`src/rtl/zbt_pixel_packer_pkg.sv`:
```
// Shared ZBT pixel-pair definitions: widths, packer FSM encodings, 24->18 bit colour truncation.
// Also used by the reader-side debug logic.
package zbt_pixel_packer_pkg;

    localparam int PIX18_W    = 18;
    localparam int ZBT_DATA_W = 36;

    localparam logic [0:0] ST_EMPTY   = 1'b0;
    localparam logic [0:0] ST_HAVE_HI = 1'b1;

    // Keep the top six bits of each channel: {R[7:2],G[7:2],B[7:2]}
    function automatic logic [PIX18_W-1:0] rgb24_to_18(input logic [23:0] rgb);
        return {rgb[23:18], rgb[15:10], rgb[7:2]};
    endfunction

endpackage

```
`src/rtl/zbt_pixel_packer_if.sv`:
```
// Pixel input and ZBT write-side signals of the pixel packer.
// orphan_count exists only when ZBT_PACK_ERRCNT_EN is defined.
interface zbt_pixel_packer_if #(
    parameter int ADDR_W = 19
);
    import zbt_pixel_packer_pkg::*;

    logic [23:0]           pixel;
    logic                  pixel_valid;
    logic [10:0]           hcount;
    logic [9:0]            vcount;
    logic [ADDR_W-1:0]     zbt_addr;
    logic                  zbt_we;
    logic [ZBT_DATA_W-1:0] zbt_data;
    logic                  frame_done;
`ifdef ZBT_PACK_ERRCNT_EN
    logic [15:0]           orphan_count;
`endif

    modport master (
        output pixel, pixel_valid, hcount, vcount,
        input  zbt_addr, zbt_we, zbt_data, frame_done
`ifdef ZBT_PACK_ERRCNT_EN
        , input orphan_count
`endif
    );

    modport slave (
        input  pixel, pixel_valid, hcount, vcount,
        output zbt_addr, zbt_we, zbt_data, frame_done
`ifdef ZBT_PACK_ERRCNT_EN
        , output orphan_count
`endif
    );

endinterface

```
`src/rtl/zbt_wdata_delay.sv`:
```
// Two-stage write-data lag matching the ZBT write-data timing.
// Latency 2 cycles; free-running shift, never stalls; reset drops in-flight words.
module zbt_wdata_delay
    import zbt_pixel_packer_pkg::*;
(
    input  logic                  clock,
    input  logic                  reset,
    input  logic [ZBT_DATA_W-1:0] wr_dat,
    output logic [ZBT_DATA_W-1:0] lag_dat
);

    logic [ZBT_DATA_W-1:0] stage_dat;

    always_ff @(posedge clock) begin
        if (reset) begin
            stage_dat <= '0;
            lag_dat   <= '0;
        end else begin
            stage_dat <= wr_dat;
            lag_dat   <= stage_dat;
        end
    end

endmodule

```
`src/rtl/zbt_pixel_packer.sv`:
```
// Packs two adjacent 18-bit pixels per 36-bit ZBT word; orphan halves written zero-padded.
// Latency: we/addr 1 cycle after completing pixel, data 2 cycles after we; no backpressure.
// Optional ZBT_PACK_ERRCNT_EN adds a saturating orphan/flush counter.
module zbt_pixel_packer
    import zbt_pixel_packer_pkg::*;
#(
    parameter int H_ACTIVE = 640,
    parameter int V_ACTIVE = 480,
    parameter int ADDR_W   = 19
) (
    input  logic              clock,
    input  logic              reset,
    zbt_pixel_packer_if.slave bus
);

    localparam logic [10:0] H_LIM    = 11'(H_ACTIVE);
    localparam logic [9:0]  V_LIM    = 10'(V_ACTIVE);
    localparam logic [9:0]  V_LAST   = 10'(V_ACTIVE - 1);
    localparam logic [9:0]  H_LAST_W = 10'((H_ACTIVE - 1) >> 1);

    logic [0:0]            state;
    logic [PIX18_W-1:0]    hi_q;
    logic [10:0]           held_h;
    logic [9:0]            held_v;
    logic                  held_odd;

    logic                  px_ok;
    logic [PIX18_W-1:0]    px18;
    logic                  adjacent;

    logic                  wr_go;
    logic                  wr_last;
    logic [ZBT_DATA_W-1:0] wr_data;
    logic [10:0]           wr_h;
    logic [9:0]            wr_v;
    logic                  latch;
    logic                  orphan_ev;
    logic [0:0]            nxt_state;

    logic [ADDR_W-1:0]     addr_q;
    logic                  we_q;
    logic                  last_q;
    logic                  done_q;
    logic [ZBT_DATA_W-1:0] wd_q;
    logic [ZBT_DATA_W-1:0] lag_dat;

    assign px_ok = bus.pixel_valid && (bus.hcount < H_LIM) && (bus.vcount < V_LIM);
    assign px18  = rgb24_to_18(bus.pixel);

    // A held odd pixel can never be the high half, so it is never completed by a neighbour
    assign adjacent = !held_odd && bus.hcount[0] && (bus.vcount == held_v) &&
                      (bus.hcount == held_h + 11'd1);

    always_comb begin
        wr_go     = 1'b0;
        wr_data   = '0;
        wr_h      = held_h;
        wr_v      = held_v;
        latch     = 1'b0;
        orphan_ev = 1'b0;
        nxt_state = state;
        if (px_ok) begin
            if (state == ST_EMPTY) begin
                if (bus.hcount[0]) begin
                    wr_go     = 1'b1;
                    wr_data   = {{PIX18_W{1'b0}}, px18};
                    wr_h      = bus.hcount;
                    wr_v      = bus.vcount;
                    orphan_ev = 1'b1;
                end else begin
                    latch     = 1'b1;
                    nxt_state = ST_HAVE_HI;
                end
            end else if (adjacent) begin
                wr_go     = 1'b1;
                wr_data   = {hi_q, px18};
                nxt_state = ST_EMPTY;
            end else begin
                // Flush the held half at its own address and adopt the new pixel
                wr_go     = 1'b1;
                wr_data   = held_odd ? {{PIX18_W{1'b0}}, hi_q} : {hi_q, {PIX18_W{1'b0}}};
                orphan_ev = 1'b1;
                latch     = 1'b1;
            end
        end
    end

    assign wr_last = (wr_v == V_LAST) && (wr_h[10:1] == H_LAST_W);

    always_ff @(posedge clock) begin
        if (reset) begin
            state    <= ST_EMPTY;
            hi_q     <= '0;
            held_h   <= '0;
            held_v   <= '0;
            held_odd <= 1'b0;
            addr_q   <= '0;
            we_q     <= 1'b0;
            last_q   <= 1'b0;
            done_q   <= 1'b0;
            wd_q     <= '0;
        end else begin
            state  <= nxt_state;
            we_q   <= wr_go;
            last_q <= wr_go && wr_last;
            done_q <= last_q;
            wd_q   <= wr_data;
            if (wr_go) begin
                addr_q <= ADDR_W'({wr_v[8:0], wr_h[10:1]});
            end
            if (latch) begin
                hi_q     <= px18;
                held_h   <= bus.hcount;
                held_v   <= bus.vcount;
                held_odd <= bus.hcount[0];
            end
        end
    end

    zbt_wdata_delay u_wdata_delay (
        .clock   (clock),
        .reset   (reset),
        .wr_dat  (wd_q),
        .lag_dat (lag_dat)
    );

    assign bus.zbt_we     = we_q;
    assign bus.zbt_addr   = addr_q;
    assign bus.zbt_data   = lag_dat;
    assign bus.frame_done = done_q;

`ifdef ZBT_PACK_ERRCNT_EN
    logic [15:0] orphan_cnt;

    always_ff @(posedge clock) begin
        if (reset) begin
            orphan_cnt <= '0;
        end else if (orphan_ev && (orphan_cnt != 16'hFFFF)) begin
            orphan_cnt <= orphan_cnt + 16'd1;
        end
    end

    assign bus.orphan_count = orphan_cnt;
`endif

endmodule
```
`src/flat_wrapper.sv`:
```
// flat-port wrapper written by rule: the top's interface ports become plain ports
module zbt_pixel_packer_flat import zbt_pixel_packer_pkg::*;
#(
    parameter int H_ACTIVE = 640,
    parameter int V_ACTIVE = 480,
    parameter int ADDR_W   = 19
)
  (clock, reset, bus_pixel, bus_pixel_valid, bus_hcount, bus_vcount, bus_zbt_addr, bus_zbt_we, bus_zbt_data, bus_frame_done);
  zbt_pixel_packer_if #(.ADDR_W(ADDR_W)) bus_i ();
  input  logic clock;
  input  logic reset;
  input wire logic [$bits(bus_i.pixel)-1:0] bus_pixel;
  input wire logic [$bits(bus_i.pixel_valid)-1:0] bus_pixel_valid;
  input wire logic [$bits(bus_i.hcount)-1:0] bus_hcount;
  input wire logic [$bits(bus_i.vcount)-1:0] bus_vcount;
  output wire logic [$bits(bus_i.zbt_addr)-1:0] bus_zbt_addr;
  output wire logic [$bits(bus_i.zbt_we)-1:0] bus_zbt_we;
  output wire logic [$bits(bus_i.zbt_data)-1:0] bus_zbt_data;
  output wire logic [$bits(bus_i.frame_done)-1:0] bus_frame_done;
  assign bus_i.pixel = bus_pixel;
  assign bus_i.pixel_valid = bus_pixel_valid;
  assign bus_i.hcount = bus_hcount;
  assign bus_i.vcount = bus_vcount;
  assign bus_zbt_addr = bus_i.zbt_addr;
  assign bus_zbt_we = bus_i.zbt_we;
  assign bus_zbt_data = bus_i.zbt_data;
  assign bus_frame_done = bus_i.frame_done;
  zbt_pixel_packer #(.H_ACTIVE(H_ACTIVE), .V_ACTIVE(V_ACTIVE), .ADDR_W(ADDR_W)) u_core (.clock(clock), .reset(reset), .bus(bus_i));
endmodule
```
`config.mk`:
```
export PLATFORM = sky130hd
export DESIGN_NAME = zbt_pixel_packer_flat
export DESIGN_NICKNAME = d
export VERILOG_FILES = /design/src/rtl/zbt_pixel_packer_pkg.sv /design/src/rtl/zbt_pixel_packer_if.sv /design/src/rtl/zbt_wdata_delay.sv /design/src/rtl/zbt_pixel_packer.sv /design/src/flat_wrapper.sv
export SDC_FILE = /design/constraint.sdc
export NUM_CORES = 1
export LEC_CHECK = 0
export CORE_MARGIN = 2
export CORE_UTILIZATION = 57
export CTS_BUF_LIST = sky130_fd_sc_hd__clkbuf_4 sky130_fd_sc_hd__clkbuf_8 sky130_fd_sc_hd__clkbuf_16
export DETAILED_ROUTE_END_ITERATION = 10
export PLACE_DENSITY = 0.87
export SYNTH_ARGS = -nofsm -noshare
export SYNTH_HDL_FRONTEND = slang
export SYNTH_HIERARCHICAL = 1
export SYNTH_SLANG_ARGS = --single-unit
```
`constraint.sdc`:
```
create_clock -name clock -period 4.05 [get_ports clock]
set_input_delay 0.6075 -clock clock [delete_from_list [all_inputs] [get_ports clock]]
set_output_delay 0.6075 -clock clock [all_outputs]
set_load 0.05 [all_outputs]
```
======== Word level (Yosys, flattened, before mapping) ========
Cells that the tools add are included.
word-level totals
  flip-flop bits (word level) ............. 171
  bits of input ports ..................... 48
  output and inout bits ................... 57
cells by class
  muxes and demuxes ....................... 17
  equality and inequality tests ........... 4
  add/sub/neg operators ................... 1
  bitwise logic cells ..................... 1
  reductions and logical operators ........ 9
  $lt $le $gt $ge ......................... 2
operators by type and width
  kind                                                  number
  two-way mux 36 bit                                    3
  two-way mux 11 bit                                    3
  two-way mux 10 bit                                    3
  == test 10 x 9 -> 1 bit, second input constant        2
  two-way mux 18 bit                                    1
  adder 11 x 1 -> 11 bit, second input constant         1
  == test 11 bit                                        1
  < comparator 11 x 10 -> 1 bit, second input constant  1
  == test 10 bit                                        1
  < comparator 10 x 9 -> 1 bit, second input constant   1
  logical AND 1 bit                                     7
  two-way mux 1 bit                                     7
  OR reduction 2 bit                                    1
  zero test 1 bit                                       1
  NOT 1 bit                                             1

======== Longest topological paths before layout ========
Gate-level depths: netlist of run 1.
  depth after elaboration ................. 7
  depth in mapped cells ................... 11
  depth with buffers taken out ............ 9

======== Cells and area by module ========
The synthesis of run 1 kept the hierarchy.
modules (own cells, without submodules)
  module            cells each  area each (um2)  instances
  zbt_pixel_packer  462         4665.7           1
  zbt_wdata_delay   152         1981.9           1

======== Worst setup path before layout of run 1 ========
OpenSTA, ideal clock, no wires.
  path kind ............................... input port to flip-flop
  start point ............................. input port bus_hcount[0]
  end point ............................... register u_core.wd_q[10]
  arrival ................................. 2.222 ns
  slack ................................... 1.711 ns
  data required time ...................... 3.933 ns
  library setup time ...................... 0.117 ns
  buffers on the path ..................... 1
  cell stages on the path ................. 9
  cells stage by stage .................... ha_1 nand2b_1 nor4_1 o311ai_0 nor4_1 nand4_1 nor3b_4 buf_6 a22o_1
on the way
  cells in the longest elaborated chain, start to end .. 5
ends and longest elaborated chain
  what                                                                       line                                            source
  start: declaration                                                         flat_wrapper.sv:14                              input wire logic [$bits(bus_i.hcount)-1:0] bus_hcount;
  < comparator 11 x 10 -> 1 bit or logical AND 1 bit (tied branches)         zbt_pixel_packer.sv:47, zbt_pixel_packer.sv:51
  logical AND 1 bit (on tied branches) (2 in series)                         zbt_pixel_packer.sv:47, zbt_pixel_packer.sv:51
  NOT 1 bit (no source line) or two-way mux 36 bit (tied branches)           -
  OR reduction 2 bit (no source line) or two-way mux 36 bit (tied branches)  -
  end signal: assignment                                                     zbt_pixel_packer.sv:107                         wd_q <= wr_data;
  end: declaration                                                           zbt_pixel_packer.sv:44                          logic [ZBT_DATA_W-1:0] wd_q;
Several ways; a longest one is shown, not always the timed one.
A chain may end at the register's enable or synchronous reset.

======== Worst setup path in the final report of run 1 ========
  start point ............................. register u_core.held_h[0]
  end point ............................... register u_core.hi_q[2]
on the way
  cells in the longest elaborated chain, start to end .. 6
ends and longest elaborated chain
  what                      line                     source
  start: declaration        zbt_pixel_packer.sv:23   logic [10:0] held_h;
  start signal: assignment  zbt_pixel_packer.sv:113  held_h <= bus.hcount;
  adder 11 x 1 -> 11 bit    zbt_pixel_packer.sv:52   (bus.hcount == held_h + 11'd1);
  == test 11 bit            zbt_pixel_packer.sv:52
  logical AND 1 bit         zbt_pixel_packer.sv:51   assign adjacent = !held_odd && bus.hcount[0] && (bus.vcount == held_v) &&
  two-way mux 1 bit         zbt_pixel_packer.sv:74   end else if (adjacent) begin
  two-way mux 1 bit         zbt_pixel_packer.sv:63   if (state == ST_EMPTY) begin
  two-way mux 1 bit         zbt_pixel_packer.sv:62   if (px_ok) begin
  end signal: assignment    zbt_pixel_packer.sv:112  hi_q <= px18;
  end: declaration          zbt_pixel_packer.sv:22   logic [PIX18_W-1:0] hi_q;
Every way passes these cells.

==> results of run 1 <==
==> stage by stage <==
step	power (uW)	hold slack [ns]	area (sq um)
floorplan	1860	0.414	6650
global placement	1930	0.417	7500
detailed placement	1930	0.420	7500
CTS	3490	0.434	8090
global route	3570	0.451	8090
finish	3460	0.434	8090
==> layout make-up <==
type,instances,area (sq um)
Sequential cell,170,3400
Fill cell,788,3330
Multi-Input combinational cell,400,2890
Timing Repair Buffer,104,1020
Clock buffer,17,425
Tap cell,143,179
Clock inverter,15,158
Inverter,3,11.3
==> sequential cells by signal, summed over array words and instances, names as in the netlist, 10 cells and up <==
register,cells
u_core/u_wdata_delay/lag_dat,36
u_core/u_wdata_delay/stage_dat,36
u_core/wd_q,36
u_core/bus.zbt_addr,19
u_core/hi_q,18
u_core/held_h,11
u_core/held_v,10
==> worst max-delay path by stage <==
stage,cells after the start,from,endpoint,slack [ns]
floorplan,9,bus_hcount[0],u_core/wd_q[10]$_SDFF_PP0_,1.71
global placement,9,bus_hcount[6],u_core/hi_q[4]$_SDFFE_PP0P_,0.43
detailed placement,9,bus_hcount[7],u_core/hi_q[2]$_SDFFE_PP0P_,0.35
CTS,8,u_core/held_h[0]$_SDFFE_PP0P_,u_core/hi_q[2]$_SDFFE_PP0P_,0.52
global route,8,u_core/held_h[0]$_SDFFE_PP0P_,u_core/hi_q[8]$_SDFFE_PP0P_,0.28
finish,8,u_core/held_h[0]$_SDFFE_PP0P_,u_core/hi_q[2]$_SDFFE_PP0P_,0.47
==> cells in the final DEF (no fill, tap or decap), types with 3 or more instances in the layout <==
| master | count |
|---|---|
| mux2i_1 | 54 |
| nand2_1 | 7 |
| inv_1 | 3 |
| nand4b_1 | 5 |
| nor2b_1 | 73 |
| clkinvlp_4 | 3 |
| xnor2_1 | 3 |
| nand4_1 | 6 |
| nor4_1 | 9 |
| buf_4 | 7 |
| a21oi_1 | 4 |
| clkinv_4 | 3 |
| nand3_1 | 8 |
| nor3_1 | 3 |
| nand2b_1 | 72 |
| dfxtp_1 | 170 |
| xor2_1 | 15 |
| clkbuf_16 | 17 |
| nor2_1 | 32 |
| clkdlybuf4s50_1 | 97 |
| a211oi_1 | 20 |
| a22o_1 | 18 |
| inv_8 | 5 |
| or2b_1 | 4 |
| and2_1 | 22 |
==> cell families after synthesis <==
logic type,synth area share
xor gates and xnor gates,0.0286
adders and majority gates,0.00376
muxes,0.0847
AOI/OAI and AO/OA,0.0745
and+or+nand+nor,0.242
buffers and inverters,0.0540
DFF,0.512
==> metal layers <==
metal  part of all wire  GRT usage  vias up  wire length, microns
met5                  0          0        -                     0
li1                   -          -     2246                     -
met2               0.49      0.360      162                  6400
met4              0.026     0.0943        0                   336
met3              0.059     0.0517       25                   773
met1               0.42      0.250     2157                  5500
==> worst max-delay path, cell delays in order (launching register included) <==
cell and delay, ns:
dfxtp_1 0.50, ha_1 0.43, mux2_2 0.39, a211oi_2 0.29
nor4_1 0.13, and4_4 0.22, nor3_4 0.70, buf_4 0.55
mux2i_1 0.27
==> power breakdown <==
group          switching (uW)  total [uW]  internal [uW]
logic                     109         200           91.2
registers                11.5        1700           1680
clock network             693        1560            871
==> summary.txt, run 1 <==
Status
  • Status: finished clean

Synth
  • Async set-reset flop share out of synthesis: 0
  • Synth Instances: 614
  • Synth Flop Type: dfxtp_1
  • Syn Nets: 664
  • Register area share after synthesis: 0.512
  • Area of the mapped netlist: 0.00665 sq mm
  • FF+latch count, synth: 170
  • Area share of the largest cell type after synthesis: 0.512
  • Synth top area cells: dfxtp_1 (51%), mux2i_1 (8.1%), nor2b_1 (6.9%)
  • Post-Syn Area per Cell: 10.8 sq um
  • Most common cell in the netlist: dfxtp_1
  • Distinct cells, synth: 59
  • EDFF count, synth: 0
  • Warnings from Yosys: 6
  • Most frequent cells after synthesis: dfxtp_1 (170), nor2b_1 (73), nand2b_1 (72)
  • Area leader, netlist: dfxtp_1

Clock network
  • Post_cts resized: 0
  • Root buf cell: clkbuf_16
  • Clk sinks: 170
  • Setup bufs post-CTS: 0
  • Clk buf depth: 2
  • CTS H-tree depth: 4
  • TritonCTS clock tree: done
  • # hold bufs at CTS: 0
  • Worst skew pair latency: 0.42 ns
  • Clock-pin slew on the worst setup and hold paths: 0.06 ns
  • Num CTS Buffers: 17

Placement
  • HPWL after detailed placement: 8.80 mm
  • GPL Wtd Cong: 0.906
  • Post-placement cell count: 820
  • # port buffers: 98
  • Pre-CTS setup slack: 0.351 ns

Global route
  • First-pass GRT wire length: 21.2 mm
  • Initial antenna violation count: 0
  • GRT Total Usage: 0.210
  • Vias in the first global route: 4399
  • Largest net degree at the start of global routing: 98
  • Gr ovfl total: 0

Floorplanning
  • Die height: 112 microns
  • Initial Utilization: 0.582
  • Placement Rows: 39
  • Die width: 112 microns
  • Die ar.: 0.0125 sq mm
  • Core area: 0.0114 sq mm
  • Top Ports: 105

Worst hold path
  • Min-Delay Endpoint: u_core/u_wdata_delay/stage_dat[18]$_SDFF_PP0_
  • Hold Path Class: reg2reg
  • Hold path startpoint: u_core/wd_q[18]$_SDFF_PP0_
  • Hold Path Depth: 1

Critical path
  • Reg2reg path depth: 8
  • R2r setup slk: 0.47 ns
  • Maximum fanout along the worst path: 26
  • Startpoint Class: flop
  • Worst r2r src: u_core/held_h[0]$_SDFFE_PP0P_
  • Worst Path Required: 4.39 ns
  • Reg-to-reg critical path endpoint: u_core/hi_q[2]$_SDFFE_PP0P_
  • Critical path class: reg2reg
  • Worst Setup End Kind: flop
  • Worst path arrival time: 3.92 ns

Finish
  • Nets: 746
  • Syn-to-layout area delta: 21.7%
  • Number of antenna diodes: 0
  • Final cell utilization of the core: 0.708
  • Non-filler cells, final: 852
  • Share of layout cells above drive strength 1: 0.0818

Routing
  • Vias after detailed routing: 4590
  • Number of routed nets with antenna violations: 0
  • 1st-iter DRT viols: 208
  • Routed length per instance: 15.3 microns
  • DRT Wirelength: 13.0 mm
  • Via density: 5.39
  • Drt drc: 0
  • Initial DRT Pass Iterations: 5

Timing
  • Fin crit share: 0.885
  • Tmin final: 3.58 ns
  • Relative slew slack: 0.378
  • RSZ-0062 raised after global routing: no
  • Clock Skews: 0.00891 ns
  • Hold Vio Cnt, Final: 0
  • Fmax: 279 MHz
  • Setup Total Neg Slack: 0 ns
  • Final WS setup: 0.466 ns
  • Final setup viols: 0
  • Max-slew violations: 0
  • Worst-margin pin slew: 0.931 ns

Flow run
  • Max-cap viol count: 0

Pwr
  • Max VDD drop: 0.358 mV
  • PD cells: 428 mW/mm^2
  • LEAKAGE: 0.00303 uW
No activity file was read; power rests on OpenSTA's default activity.
==> run 2: changes to the inputs <==
--- a/config.mk
+++ b/config.mk
@@ -5,7 +5,6 @@
 export SDC_FILE = /design/constraint.sdc
 export NUM_CORES = 1
 export LEC_CHECK = 0
-export CORE_MARGIN = 2
 export CORE_UTILIZATION = 57
 export CTS_BUF_LIST = sky130_fd_sc_hd__clkbuf_4 sky130_fd_sc_hd__clkbuf_8 sky130_fd_sc_hd__clkbuf_16
 export DETAILED_ROUTE_END_ITERATION = 10
==> summary.txt, run 2 (synthesis results as in run 1) <==
Routing
  • Highest layer used for signal routing: met4
  • Met2 wire len: 6.53 mm (+1.9%)
  • 1st-iter DRT viols: 253 (+22%)
  • DRT Wirelength: 13.3 mm (+2.4%)
  • Wire length on met1: 5.58 mm (+1.4%)
  • Routed length per instance: 15.6 microns (+2.4%)
  • Initial DRT Pass Iterations: 5 (unchanged)
  • DR WL met3: 856 microns (+11%)
  • Number of routed nets with antenna violations: 0 (unchanged)
  • Vias after detailed routing: 4589 (-0.022%)
  • Via density: 5.39 (about the same)
  • Drt drc: 0 (unchanged)

Timing
  • Setup Total Neg Slack: 0 ns (unchanged)
  • Final setup viols: 0 (unchanged)
  • Clock Skews: 0.00907 ns (+0.000161 ns)
  • RSZ-0062 raised after global routing: no
  • Fin crit share: 0.882 (-0.00337)
  • Tmin final: 3.57 ns (-0.0137 ns)
  • Relative slew slack: 0.284 (-0.0937)
  • Max-slew violations: 0 (unchanged)
  • Worst hold margin: 0.435 ns (+0.00110 ns)
  • Worst-margin pin slew: 1.07 ns (+0.140 ns)
  • Fmax: 280 MHz (+0.38%)
  • Hold Vio Cnt, Final: 0 (unchanged)

Floorplanning
  • Die ar.: 0.0121 sq mm (-3.5%)
  • Initial Utilization: 0.585 (+0.00250)
  • Placement Rows: 39 (unchanged)
  • Top Ports: 105 (unchanged)
  • Core area: 0.0114 sq mm (-0.43%)
  • Die height: 110 microns (-1.8%)
  • Die width: 110 microns (-1.8%)

Clock network
  • Num CTS Buffers: 17 (unchanged)
  • TritonCTS clock tree: done
  • # hold bufs at CTS: 0 (unchanged)
  • Clk buf depth: 2 (unchanged)
  • Root buf cell: clkbuf_16
  • Setup bufs post-CTS: 0 (unchanged)
  • Clock-pin slew on the worst setup and hold paths: 0.07 ns (about the same)
  • CTS H-tree depth: 4 (unchanged)
  • Worst skew pair latency: 0.43 ns (about the same)
  • Post_cts resized: 0 (unchanged)
  • Clk sinks: 170 (unchanged)

Finish
  • Syn-to-layout area delta: 21.3%
  • Share of layout cells above drive strength 1: 0.0818 (unchanged)
  • Most frequent cells in the layout: dfxtp_1 (170), clkdlybuf4s50_1 (97), nor2b_1 (73), nand2b_1 (72), mux2i_1 (54)
  • Nets: 746 (unchanged)
  • Design area: 0.00806 sq mm (-0.29%)
  • Final cell utilization of the core: 0.709 (+0.000949)
  • Biggest registers after layout: u_core/u_wdata_delay/lag_dat (36), u_core/u_wdata_delay/stage_dat (36), u_core/wd_q (36)
  • Most common cell after layout, fill and taps aside: dfxtp_1
  • Number of antenna diodes: 0 (unchanged)

Pwr
  • Int Pwr: 2580 uW (-2.4%)
  • Max VDD drop: 0.435 mV (+22%)
  • Sequential Power Share: 0.497 (+0.007)
  • Combinational Power Share: 0.058 (about the same)
  • Psw: 831 uW (+2.2%)
  • Sw frac: 0.243 (+0.00831)
  • PD cells: 423 mW/mm^2 (-1.0%)
  • Clock share of power: 0.445 (-0.007)
  • LEAKAGE: 0.00302 uW (-0.29%)
  • Overall Power: 3410 uW (-1.3%)

Worst hold path
  • Hold path startpoint: u_core/wd_q[4]$_SDFF_PP0_
  • Hold Path Class: reg2reg

Global route
  • Largest net degree at the start of global routing: 90 (-8.2%)
  • GRT Total Usage: 0.237 (+0.0264)
  • Gr ovfl total: 0 (unchanged)
  • Vias in the first global route: 4389 (-0.23%)
  • First-pass GRT wire length: 21.5 mm (+1.8%)
  • Initial antenna violation count: 0 (unchanged)

Placement
  • # port buffers: 98 (unchanged)
  • HPWL after detailed placement: 8.68 mm (-1.3%)
  • Placed cell area: 0.00750 sq mm (unchanged)
  • GPL Wtd Cong: 0.945 (+4.3%)

Critical path
  • Worst r2r src: u_core/held_h[0]$_SDFFE_PP0P_
  • Worst Setup End Kind: flop
  • Worst path arrival time: 3.93 ns (about the same)
  • Maximum fanout along the worst path: 23 (-12%)
  • Worst Path Required: 4.41 ns (+0.02 ns)
  • Startpoint Class: flop
  • CP startpoint: u_core/held_h[0]$_SDFFE_PP0P_
  • R2r setup slk: 0.48 ns (about the same)
  • Critical path class: reg2reg

Flow run
  • Max-cap viol count: 0 (unchanged)

Status
  • Status: finished clean
-- run 2: cell count changes in the layout (fill, tap and decap cells not counted), sizes merged --
| cell | previous run | this run |
|---|---|---|
| inv | 10 | 11 |
| bufinv | 1 | 0 |
-- run 2: layout make-up --
cell class	count	area, sq um
clock buffer	17	425
timing repair buffer	104	1020
multi-input combinational	400	2890
inverter	3	11.3
clock inverter	15	134
sequential	170	3400
tap	143	179
fill	801	3310
-- run 2: path summary, 6_finish.rpt --
kind / end / depth (start not counted)
worst max-delay path: u_core/held_v[5]$_SDFFE_PP0P_ / 8
worst min-delay path: u_core/u_wdata_delay/stage_dat[4]$_SDFF_PP0_ / 1
worst max register to register: u_core/held_v[5]$_SDFFE_PP0P_ / 8
worst min register to register: u_core/u_wdata_delay/stage_dat[4]$_SDFF_PP0_ / 1
-- run 2: through the flow --
stage	instances	setup WS, ns
after floorplan	614	1.71
after global placement	820	0.348
after detailed placement	820	0.255
after CTS	852	0.457
after global routing	852	0.253
final	852	0.479
-- run 2: per-layer routing --
metal,vias up,GRT usage
met4,0,0.115
met1,2138,0.279
met3,35,0.0600
met2,169,0.401
li1,2247,-
met5,-,0
-- run 2: power by group through the flow --
| stage | sequential [uW] | combinational (uW) | clock [uW] |
|---|---|---|---|
| 3_3_place_gp | 1730 | 193 | 0 |
| 5_1_grt | 1700 | 215 | 1620 |
| 3_5_place_dp | 1730 | 197 | 0 |
| 2_1_floorplan | 1750 | 110 | 0 |
| 4_1_cts | 1700 | 199 | 1540 |
| 6_report | 1700 | 199 | 1520 |
-- run 2: critical path, cell delays in order (launching register included) --
cell	delay, ns
dfxtp_1	0.49
ha_1	0.43
mux2_2	0.39
a211oi_2	0.26
nor4_1	0.12
and4_4	0.22
nor3_4	0.81
buf_4	0.52
mux2i_1	0.25
==> run 3: changes to the inputs <==
--- a/config.mk
+++ b/config.mk
@@ -7,6 +7,7 @@
 export LEC_CHECK = 0
 export CORE_UTILIZATION = 57
 export CTS_BUF_LIST = sky130_fd_sc_hd__clkbuf_4 sky130_fd_sc_hd__clkbuf_8 sky130_fd_sc_hd__clkbuf_16
+export CTS_CLUSTER_SIZE = 28
 export DETAILED_ROUTE_END_ITERATION = 10
 export PLACE_DENSITY = 0.87
 export SYNTH_ARGS = -nofsm -noshare
==> constraint.sdc (replaced) <==
create_clock -name clock -period 4.51 [get_ports clock]
set_input_delay 0.6765 -clock clock [delete_from_list [all_inputs] [get_ports clock]]
set_output_delay 0.6765 -clock clock [all_outputs]
set_load 0.05 [all_outputs]
==> summary.txt, run 3 (synthesis results as in run 1) <==
Status
  • Status: finished clean

Placement
  • # port buffers: 98 (unchanged)
  • HPWL after detailed placement: 8.45 mm (-2.7%)
  • GPL Wtd Cong: 0.956 (+1.1%)

Timing
  • Tmin final: 3.61 ns (+0.0396 ns)
  • Hold Vio Cnt, Final: 0 (unchanged)
  • Fmax: 277 MHz (-1.1%)
  • Relative slew slack: 0.273 (-0.0112)
  • Setup Total Neg Slack: 0 ns (unchanged)
  • Fin crit share: 0.800 (-0.0812)
  • Final setup viols: 0 (unchanged)
  • Worst-margin pin slew: 1.09 ns (+0.0167 ns)
  • RSZ-0062 raised after global routing: no
  • Max-slew violations: 0 (unchanged)
  • Clock Skews: 0.00676 ns (-0.00231 ns)

Clock network
  • Post_cts resized: 0 (unchanged)
  • Clk buf depth: 2 (unchanged)
  • Worst skew pair latency: 0.42 ns (about the same)
  • Num CTS Buffers: 17 (unchanged)
  • Setup bufs post-CTS: 0 (unchanged)
  • Clock-pin slew on the worst setup and hold paths: 0.06 ns (about the same)
  • Clk sinks: 170 (unchanged)
  • TritonCTS clock tree: done
  • CTS H-tree depth: 4 (unchanged)
  • Root buf cell: clkbuf_16
  • # hold bufs at CTS: 0 (unchanged)

Critical path
  • Maximum fanout along the worst path: 23 (unchanged)
  • Worst path arrival time: 3.95 ns (+0.02 ns)
  • Startpoint Class: flop
  • Slowest CP cell: nor3_4
  • Worst Path Required: 4.85 ns (+0.44 ns)
  • Critical path's top delay family: simple AND/OR/NAND/NOR gates
  • Critical path class: reg2reg
  • CP Cell Sequence: ha_1, mux2_2, a211oi_2, nor4_1, and4_4, nor3_4, buf_4, mux2i_1
  • Worst Path Buf+Inv: 1 (unchanged)
  • CP max stage delay: 0.82 ns (about the same)
  • Worst Setup End Kind: flop

Global route
  • Largest net degree at the start of global routing: 94 (+4.4%)
  • GRT Total Usage: 0.231 (-0.00513)
  • Initial antenna violation count: 0 (unchanged)
  • First-pass GRT wire length: 21.1 mm (-2.1%)
  • Gr ovfl total: 0 (unchanged)
  • Vias in the first global route: 4448 (+1.3%)

Routing
  • Vias after detailed routing: 4558 (-0.68%)
  • Drt drc: 0 (unchanged)
  • Via density: 5.38 (-0.21%)
  • Routed length per instance: 15.6 microns (-0.39%)
  • Number of routed nets with antenna violations: 0 (unchanged)
  • 1st-iter DRT viols: 316 (+25%)
  • Initial DRT Pass Iterations: 4 (-1)
  • DRT Wirelength: 13.2 mm (-0.86%)

Floorplanning
  • Top Ports: 105 (unchanged)
  • Die width: 110 microns (unchanged)
  • Die ar.: 0.0121 sq mm (unchanged)
  • Placement Rows: 39 (unchanged)
  • Core area: 0.0114 sq mm (unchanged)
  • Initial Utilization: 0.585 (unchanged)
  • Die height: 110 microns (unchanged)

Finish
  • Biggest registers after layout: u_core/u_wdata_delay/lag_dat (36), u_core/u_wdata_delay/stage_dat (36), u_core/wd_q (36)
  • Share of layout cells above drive strength 1: 0.0766 (-0.00521)
  • Nets: 744 (-0.27%)
  • Most common cell after layout, fill and taps aside: dfxtp_1
  • Number of antenna diodes: 0 (unchanged)
  • Syn-to-layout area delta: 21.7%
  • Most frequent cells in the layout: dfxtp_1 (170), clkdlybuf4s50_1 (97), nor2b_1 (73), nand2b_1 (72), mux2i_1 (54)

Pwr
  • Max VDD drop: 0.456 mV (+4.8%)
  • PD cells: 392 mW/mm^2 (-7.4%)
  • Overall Power: 3170 uW (-7.0%)
  • LEAKAGE: 0.00303 uW (+0.32%)

Flow run
  • Max-cap viol count: 0 (unchanged)

Worst hold path
  • Hold Path Class: reg2reg
==> run 3: path summary, 6_finish.rpt <==
kind	cells past startpoint	slack (ns)	startpoint	end
max	8	0.90	u_core/held_h[0]$_SDFFE_PP0P_	u_core/hi_q[13]$_SDFFE_PP0P_
min	1	0.43	u_core/wd_q[25]$_SDFF_PP0_	u_core/u_wdata_delay/stage_dat[25]$_SDFF_PP0_
max reg2reg	8	0.90	u_core/held_h[0]$_SDFFE_PP0P_	u_core/hi_q[13]$_SDFFE_PP0P_
min reg2reg	1	0.43	u_core/wd_q[25]$_SDFF_PP0_	u_core/u_wdata_delay/stage_dat[25]$_SDFF_PP0_
==> run 3: worst register-to-register path, cell delays in order (launching register included) <==
cell	delay [ns]
dfxtp_1	0.50
ha_1	0.43
mux2_2	0.39
a211oi_2	0.27
nor4_1	0.11
and4_4	0.21
nor3_4	0.82
buf_4	0.52
mux2i_1	0.28
==> run 3: metrics by stage <==
step	instance area [sq um]	setup slack (ns)	utilization	cells	hold slack, ns
after detailed placement	7490	0.525	0.659	818	0.421
final	8090	0.900	0.712	848	0.434
after floorplan	6650	2.10	-	614	0.414
after global placement	7490	0.651	0.659	818	0.418
after global routing	8090	0.689	0.712	848	0.446
after CTS	8090	0.922	0.712	848	0.433
==> run 3: per-layer routing <==
metal / vias to the layer above / global-route usage / part of all wire
met2: 154 / 0.407 / 0.51
met5: - / 0 / 0
met1: 2150 / 0.266 / 0.42
li1: 2232 / - / -
met3: 22 / 0.0547 / 0.051
met4: 0 / 0.104 / 0.018
==> run 3: final cells by class <==
class / count / area [sq um]
Multi-Input combinational cell: 400 / 2890
Clock buffer: 18 / 439
Timing Repair Buffer: 102 / 1010
Tap cell: 143 / 179
Sequential cell: 170 / 3400
Clock inverter: 12 / 163
Fill cell: 794 / 3280
Inverter: 3 / 11.3
==> run 3: power breakdown <==
group	leakage, uW	switching, uW	internal, uW	total [uW]
logic	0.00137	96.9	80.9	178
registers	0.00137	10.8	1510	1520
clock network	0.000290	585	888	1470
total	0.00303	692	2480	3170
